[src/rtl/alu_muldiv_seq.sv]
// alu_muldiv_seq: registered ALU with an iterative multiply/divide datapath.
// Single-cycle ops finish one cycle after start. mul/mulhu/div/divu/rem/remu
// take one shift-add or restoring-subtract step per cycle in CALC.
module alu_muldiv_seq #(
  parameter int WIDTH = 32
) (
  input  logic             clk,
  input  logic             reset,
  input  logic             start,
  input  logic [3:0]       alu_control,
  input  logic [WIDTH-1:0] a,
  input  logic [WIDTH-1:0] b,
  output logic [WIDTH-1:0] result,
  output logic             zero,
  output logic             busy,
  output logic             done
);
  localparam int SHW = $clog2(WIDTH);

  typedef enum logic [1:0] {IDLE, CALC, DONE} state_t;

  state_t           state_q, state_d;
  logic [SHW-1:0]   count_q, count_d;
  logic [3:0]       op_q, op_d;
  logic             qneg_q, qneg_d;
  logic             rneg_q, rneg_d;
  logic [WIDTH-1:0] result_q, result_d;
  logic             zero_q, zero_d;
  // hi/lo hold {product high, product low / multiplier} for mul and
  // {partial remainder, dividend-shifting-into-quotient} for div.
  logic [WIDTH-1:0] hi_q, hi_d;
  logic [WIDTH-1:0] lo_q, lo_d;
  logic [WIDTH-1:0] dvs_q, dvs_d;

  logic signed [WIDTH-1:0] a_s, b_s;
  logic [SHW-1:0]          shamt;
  logic [WIDTH-1:0]        alu_res;
  logic [WIDTH:0]          mul_sum, rem_sh, diff;
  logic [WIDTH-1:0]        step_hi, step_lo, fin;
  logic                    is_mul;

  // Two's-complement negate when n is set; used for magnitudes and sign fix-up.
  function automatic logic [WIDTH-1:0] cond_neg(input logic [WIDTH-1:0] v, input logic n);
    return n ? (~v + {{(WIDTH-1){1'b0}}, 1'b1}) : v;
  endfunction

  assign a_s   = a;
  assign b_s   = b;
  assign shamt = b[SHW-1:0];

  // Single-cycle op results, computed straight from the live operands.
  always_comb begin
    alu_res = '0;
    case (alu_control)
      4'd0:    alu_res = a + b;
      4'd1:    alu_res = a - b;
      4'd2:    alu_res = a & b;
      4'd3:    alu_res = a | b;
      4'd4:    alu_res = a ^ b;
      4'd5:    alu_res = {{(WIDTH-1){1'b0}}, (a_s < b_s)};
      4'd6:    alu_res = a << shamt;
      4'd7:    alu_res = a >> shamt;
      4'd8:    alu_res = $unsigned(a_s >>> shamt);
      4'd9:    alu_res = {{(WIDTH-1){1'b0}}, (a < b)};
      default: alu_res = '0;
    endcase
  end

  // One iteration of the multiply or divide datapath, plus the final result
  // selection used on the last iteration.
  always_comb begin
    is_mul  = (op_q[3:1] == 3'b101);
    mul_sum = {1'b0, hi_q} + (lo_q[0] ? {1'b0, dvs_q} : {(WIDTH+1){1'b0}});
    rem_sh  = {hi_q, lo_q[WIDTH-1]};
    diff    = rem_sh - {1'b0, dvs_q};
    if (is_mul) begin
      step_hi = mul_sum[WIDTH:1];
      step_lo = {mul_sum[0], lo_q[WIDTH-1:1]};
    end else begin
      step_hi = diff[WIDTH] ? rem_sh[WIDTH-1:0] : diff[WIDTH-1:0];
      step_lo = {lo_q[WIDTH-2:0], ~diff[WIDTH]};
    end
    case (op_q)
      4'd10:   fin = step_lo;
      4'd11:   fin = step_hi;
      4'd12:   fin = cond_neg(step_lo, qneg_q);
      4'd13:   fin = step_lo;
      4'd14:   fin = cond_neg(step_hi, rneg_q);
      default: fin = step_hi;
    endcase
  end

  // FSM next state, operand capture and result registration.
  always_comb begin
    state_d  = state_q;
    count_d  = count_q;
    op_d     = op_q;
    qneg_d   = qneg_q;
    rneg_d   = rneg_q;
    result_d = result_q;
    zero_d   = zero_q;
    hi_d     = hi_q;
    lo_d     = lo_q;
    dvs_d    = dvs_q;
    case (state_q)
      IDLE: begin
        if (start) begin
          if (alu_control < 4'd10) begin
            result_d = alu_res;
            zero_d   = (alu_res == '0);
            state_d  = DONE;
          end else if ((alu_control[3:2] == 2'b11) && (b == '0)) begin
            // Divide by zero: quotient all ones, remainder is the dividend.
            result_d = alu_control[1] ? a : '1;
            zero_d   = alu_control[1] ? (a == '0) : 1'b0;
            state_d  = DONE;
          end else begin
            op_d    = alu_control;
            count_d = '0;
            state_d = CALC;
            hi_d    = '0;
            if (alu_control[3:1] == 3'b101) begin
              lo_d  = b;
              dvs_d = a;
            end else begin
              // Signed div/rem run on magnitudes; signs are re-applied at the end.
              lo_d   = cond_neg(a, ~alu_control[0] & a[WIDTH-1]);
              dvs_d  = cond_neg(b, ~alu_control[0] & b[WIDTH-1]);
              qneg_d = ~alu_control[0] & (a[WIDTH-1] ^ b[WIDTH-1]);
              rneg_d = ~alu_control[0] & a[WIDTH-1];
            end
          end
        end
      end
      CALC: begin
        hi_d    = step_hi;
        lo_d    = step_lo;
        count_d = count_q + 1'b1;
        if (count_q == SHW'(WIDTH-1)) begin
          result_d = fin;
          zero_d   = (fin == '0);
          state_d  = DONE;
        end
      end
      default: state_d = IDLE;
    endcase
  end

  // Control and visible result registers; reset aborts any op in flight.
  always_ff @(posedge clk) begin
    if (reset) begin
      state_q  <= IDLE;
      count_q  <= '0;
      op_q     <= 4'd0;
      qneg_q   <= 1'b0;
      rneg_q   <= 1'b0;
      result_q <= '0;
      zero_q   <= 1'b1;
    end else begin
      state_q  <= state_d;
      count_q  <= count_d;
      op_q     <= op_d;
      qneg_q   <= qneg_d;
      rneg_q   <= rneg_d;
      result_q <= result_d;
      zero_q   <= zero_d;
    end
  end

  // Iterative datapath registers; contents are don't-care outside CALC.
  always_ff @(posedge clk) begin
    hi_q  <= hi_d;
    lo_q  <= lo_d;
    dvs_q <= dvs_d;
  end

  assign result = result_q;
  assign zero   = zero_q;
  assign busy   = (state_q != IDLE);
  assign done   = (state_q == DONE);

endmodule
[config.mk]
export PLATFORM = sky130hd
export DESIGN_NAME = alu_muldiv_seq
export DESIGN_NICKNAME = d
export VERILOG_FILES = /design/src/rtl/alu_muldiv_seq.sv
export SDC_FILE = /design/constraint.sdc
export NUM_CORES = 1
export LEC_CHECK = 0
export CORE_ASPECT_RATIO = 1.1
export CORE_MARGIN = 3
export CORE_UTILIZATION = 30
export CTS_CLUSTER_DIAMETER = 100
export DETAILED_ROUTE_END_ITERATION = 7
export SLEW_MARGIN = 10
export SYNTH_ARGS = -nofsm -noshare
export SYNTH_HDL_FRONTEND = slang
export SYNTH_SLANG_ARGS = --single-unit
[constraint.sdc]
create_clock -name clk -period 6.6 [get_ports clk]
set_input_delay 0.66 -clock clk [delete_from_list [all_inputs] [get_ports clk]]
set_output_delay 0.66 -clock clk [all_outputs]
set_load 0.01 [all_outputs]
Yosys cells after proc, flatten, opt, wreduce, memory -nomap -nowiden
Cells that the tools add are included.

operators by class
  multiplexer cells = 41
  reductions and logical operators = 15
  magnitude comparators = 3
  equality and inequality tests = 24
  $add $sub $neg = 9
  shift operators = 3
  bitwise operators = 16

operators with widths
  operator                                                               number
  32-bit two-way mux                                                     21
  32-bit one-hot mux with 10 select lines                                1
  32-bit one-hot mux with 2 select lines                                 3
  32-bit by 1-bit adder with 32-bit output, second input constant        4
  32-bit logical NOT                                                     4
  32-bit inverter                                                        4
  32-bit one-hot mux with 3 select lines                                 1
  32-bit less-than comparator                                            2
  32-bit by 32-bit adder with 33-bit output                              1
  33-bit by 32-bit subtractor with 33-bit output                         1
  32-bit adder                                                           1
  32-bit bitwise AND                                                     1
  32-bit bitwise OR                                                      1
  32-bit by 5-bit << shifter with 32-bit output                          1
  32-bit by 5-bit right shift with 32-bit output                         1
  32-bit by 5-bit >>> shifter with 32-bit output                         1
  32-bit subtractor                                                      1
  32-bit XOR                                                             1
  4-bit equality test, second input constant                             6
  4-bit by 3-bit equality test with 1-bit output, second input constant  4
  5-bit two-way mux                                                      3
  4-bit AND reduction                                                    3
  5-bit one-hot mux with 2 select lines                                  1
  4-bit by 2-bit equality test with 1-bit output, second input constant  2
  23 further kinds                                                       42

storage, ports and cells
  register bits after elaboration = 142
  word-level logic and storage cells = 121

Depth between registers and ports, before layout
  depth after elaboration = 10
  gate-level depth with buffers = 27

Worst setup path after synthesis
Ideal clock, no wire load.

  path type = in2reg
  start point = input port b[0]
  end point = register op_q[0]
  cell stages on the path = 16
  arrival = 6.125 ns
  library setup time = 0.128 ns
  data required time = 6.472 ns
  path slack = 0.348 ns
  cells stage by stage = buf_2 -> buf_2 -> buf_1 -> inv_1 -> ha_1 -> nand4_1 -> or3_1 -> or3_1 -> nor2_1 -> nand2_1 -> nor4_1 -> a31oi_1 -> o21ba_2 -> nor3_1 -> mux2i_1 -> nor2_1

on the way
  longest elaborated chain between the ends = 4

ends and longest elaborated chain
  what                           RTL line  RTL
  from (decl)                    12        input logic [WIDTH-1:0] b,
  32-bit logical NOT             112       end else if ((alu_control[3:2] == 2'b11) && (b == '0)) begin
  1-bit logical AND              112
  1-bit inverter (no line)       -
  4-bit AND reduction (no line)  -
  to (signal assigned)           162       op_q <= op_d;
  to (decl)                      24        logic [3:0] op_q, op_d;

Every way passes these cells.
A chain may end at the register's enable or synchronous reset.

Worst setup path in the final report
  start point = register lo_q[31]
  end point = register zero_q (netlist: zero)

on the way
  longest elaborated chain between the ends = 10
  elaborated cells on any way between the ends = 15
  those cells by class = 3 x add/sub; 8 x mux; 3 x bitwise; 1 x reduce/logical

ends and longest elaborated chain
  what                                                  RTL line  RTL
  from (decl)                                           32        logic [WIDTH-1:0] lo_q, lo_d;
  from (signal assigned)                                173       lo_q <= lo_d;
  33-bit by 32-bit subtractor with 33-bit output        75        diff = rem_sh - {1'b0, dvs_q};
  32-bit two-way mux or 1-bit inverter (tied branches)  80, 81
  32-bit two-way mux                                    76        if (is_mul) begin
  32-bit inverter                                       44        return n ? (~v + {{(WIDTH-1){1'b0}}, 1'b1}) : v;
  32-bit by 1-bit adder with 32-bit output              44
  32-bit two-way mux                                    44
  32-bit one-hot mux with 3 select lines (*)            83        case (op_q)
  32-bit logical NOT (*)                                141       zero_d = (fin == '0);
  1-bit two-way mux (*)                                 139       if (count_q == SHW'(WIDTH-1)) begin
  1-bit one-hot mux with 2 select lines (*)             105       case (state_q)
  to (signal assigned)                                  166       zero_q <= zero_d;
  to (decl)                                             28        logic zero_q, zero_d;

Mark *: on every way between the ends. The rest lies on a longest branch, timed or not. The select of a mux whose other input is x is not followed.

==> impl_metrics.ini <==
[synth]
syn_inst = 3290
yosys.area.top_type = edfxtp_1
ys_seq_elements = 142
synth.cell_area_um2 = 24100
synthTopCellsByArea = edfxtp_1, ha_1, a21oi_1
synth_top_flop_cell = edfxtp_1
synth-seq-area-share_pct = 15.8
synth.distinct_cells = 107
synth-edff-count = 96
synth-async-reset-ratio_pct = 0
yosysWarnings = 0
avgSynthCellArea_um2 = 7.33
synth_top_area_share_pct = 12.0
syn_nets = 3532

[power_and_ir_drop]
leakage_nw = 10.3
ir_drop_uv = 117
p_per_area_nw_per_um2 = 160
totalPowerFinal_mw = 4.33

[timing]
final_hold_viol_count = 0
skew_ns = 0.0222
relSlewSlack_pct = 18.6
period_minus_slack_ns = 6.28
whs_ns = 0.451
setup_tns_ns = 0
rsz0062_at_grt = false
worstMarginPinSlew_ns = 1.22
setup_violations = 0
finalCritPeriodShare_pct = 95.2
slew_viol_final = 0
max_freq_mhz = 159

[layout]
utilization_pct = 34.1
stdcell_count = 4339
areaGrowthSynthToFinish_pct = 12.2
nFillCells = 8446
diodes = 0
fin_nets = 3523
regArea_um2 = 3800
drive_gt1_share_pct = 9.68
multi_input_area_um2 = 18800

[place]
dpl.cell_count = 4307
dp_hpwl_mm = 88.0
port_buffers = 105
gp_congestion = 0.987

[clock_tree]
cts-buffers-inserted = 17
cts_tree = yes
hold_buffers = 0
cts_max_level = 4
path_clk_slew_ns = 0.08
cts_setup_buffers = 0
clockBufferDepth = 2
cts-root-buf = clkbuf_16
cts.sinks = 142
clock_latency_ns = 0.46

[job]
max-cap-violations = 0

[global_routing]
grtUsageTotal_pct = 25.5
overflow = 0
antenna_found_initial = 2
grt_first_pass_wirelength_mm = 165
grt_pass1_vias = 25100
grt_max_degree = 85

[routing]
drt-wirelength-per-cell_um = 25.7
vias = 27100
drc = 0
routed_wl_mm = 111
antenna_left = 0
drtIter0Drc = 3653
dr.pass1.iters = 6
viasPerCell = 6.24

[worst_setup_path]
start_kind = flip-flop
r2r_slack_ns = 0.32
crit_fanout = 17
required_ns = 6.98
worstPathArrival_ns = 6.66
rr_worst_depth = 22
slowest_delay_ns = 0.56
critPathKind = reg -> reg
cp-end-kind = flip-flop
worstReg2RegEnd = zero$_SDFFE_PP1P_
r2r-start = lo_q[31]$_DFFE_PP_
critPathMostFrequentCell = buf_4
critPathSlowestCell = or3_1
cp_cell_sequence = inv_1, ha_1, inv_1, fa_1, a211oi_2, o211ai_1, buf_4, a21o_1, o2111a_1, nor4_4, buf_4, nor2_1, a311o_1, or3_1, o311ai_0, o41ai_1, nor4_1, nand4_1, nor4_2, buf_4, a311oi_1, o21bai_1

[die]
initial_utilization_pct = 30.4
dieWidth_um = 276
rows = 108
core-area_um2 = 79300
pin_count = 106
die_y_um = 303
die_area_um2 = 83800

[hold_path]
min_to = result[14]$_SDFFE_PP0P_
holdCritStartpoint = result[14]$_SDFFE_PP0P_
hold_path_class = reg -> reg
min_delay_path_depth = 2

[outcome]
outcome = complete, no violations
## layer usage
layer  GRT usage (%)  vias to the layer above  routed length [µm]
met5               0                        -                  29
met4            11.4                        4                5560
met3            2.57                      268                8560
met2            42.4                     1459               51100
met1            33.7                    12900               46100
li1                -                    12400                   -
## placed cells by master, fill, tap and decap left out, drive strengths merged, types with 36 or more instances in the layout
master	Yosys	routed
nor4	44	44
inv	148	157
dfxtp	46	46
a21o	41	41
edfxtp	96	96
nand3	80	80
a21oi	316	316
mux2i	69	69
buf	48	136
mux4	64	64
ha	167	167
xnor2	82	82
clkdlybuf4s50	0	98
o21ai	214	214
o211ai	71	71
a211oi	56	56
and2	59	59
nor3	86	86
nand4	41	41
nor2	372	372
a31oi	47	47
o21a	36	36
nand2	314	314
## registers in the layout (all words and copies together), names as in the netlist
register and count:
count_q 5, dvs_q 32, hi_q 32, lo_q 32, op_q 4, qneg_q 1
result 32, rneg_q 1, state_q 2, zero 1
## final cells by class
type	instances	area share [%]
well taps	1045	4.83
repair buffers	234	7.39
inverters	150	2.08
multi-input cells	2736	69.4
clock buffers	18	1.67
flip-flops and latches	142	14.1
clock inverters	14	0.523
## worst max path at each step
stage                             from              endpoint  slack (ns)
finish              lo_q[31]$_DFFE_PP_     zero$_SDFFE_PP1P_        0.32
global route        lo_q[31]$_DFFE_PP_     zero$_SDFFE_PP1P_        0.05
CTS                 lo_q[31]$_DFFE_PP_     zero$_SDFFE_PP1P_        0.16
floorplan                         b[0]  op_q[0]$_SDFFE_PP0P_        0.35
global placement    lo_q[31]$_DFFE_PP_     zero$_SDFFE_PP1P_        0.27
detailed placement  lo_q[31]$_DFFE_PP_     zero$_SDFFE_PP1P_        0.22
## worst max-delay path: cells and delay by family, from the launching register on
family | cells | cell delay (ns)
DFF | 1 | 0.41
AOI/OAI and AO/OA | 9 | 2.11
adders and majority gates | 2 | 0.62
and+or+nand+nor | 6 | 2.22
buffers and inverters | 5 | 0.84
## Yosys cell counts (46+ instances only)
master	n
o211ai_1	71
a31oi_1	47
nand3_1	79
inv_1	147
xnor2_1	82
nor2_1	371
and2_1	56
clkbuf_1	214
dfxtp_1	46
nand2_1	313
mux2i_1	69
a211oi_1	53
ha_1	167
edfxtp_1	96
nor3_1	85
a21oi_1	314
o21ai_0	211
mux4_2	64
## repair_timing
| action | in CTS | in global routing |
|---|---|---|
| resized for setup | 0 | 4 |
| endpoints found under the setup margin | 0 | 1 |
| endpoints found under the hold margin | 0 | 0 |
## cells by family after synthesis
| group | synth area share, % |
|---|---|
| simple gates | 23.1 |
| compound gates | 32.1 |
| buf+inv | 6.71 |
| fa+ha+maj | 9.00 |
| mux | 9.50 |
| flops | 15.8 |
| xor+xnor | 3.82 |
## stage by stage
stage	setup WS, ns	cell area, µm²
after global routing	0.0452	27000
final	0.315	27000
after global placement	0.273	26400
after detailed placement	0.225	26400
after CTS	0.159	27000
after floorplan	0.348	24100
## where the power goes
group          total (mW)  internal (mW)  switching (mW)
clock               0.987          0.524           0.463
combinational        2.24          0.812            1.43
sequential           1.10           1.04          0.0679
(Power assumes the default switching activity.)
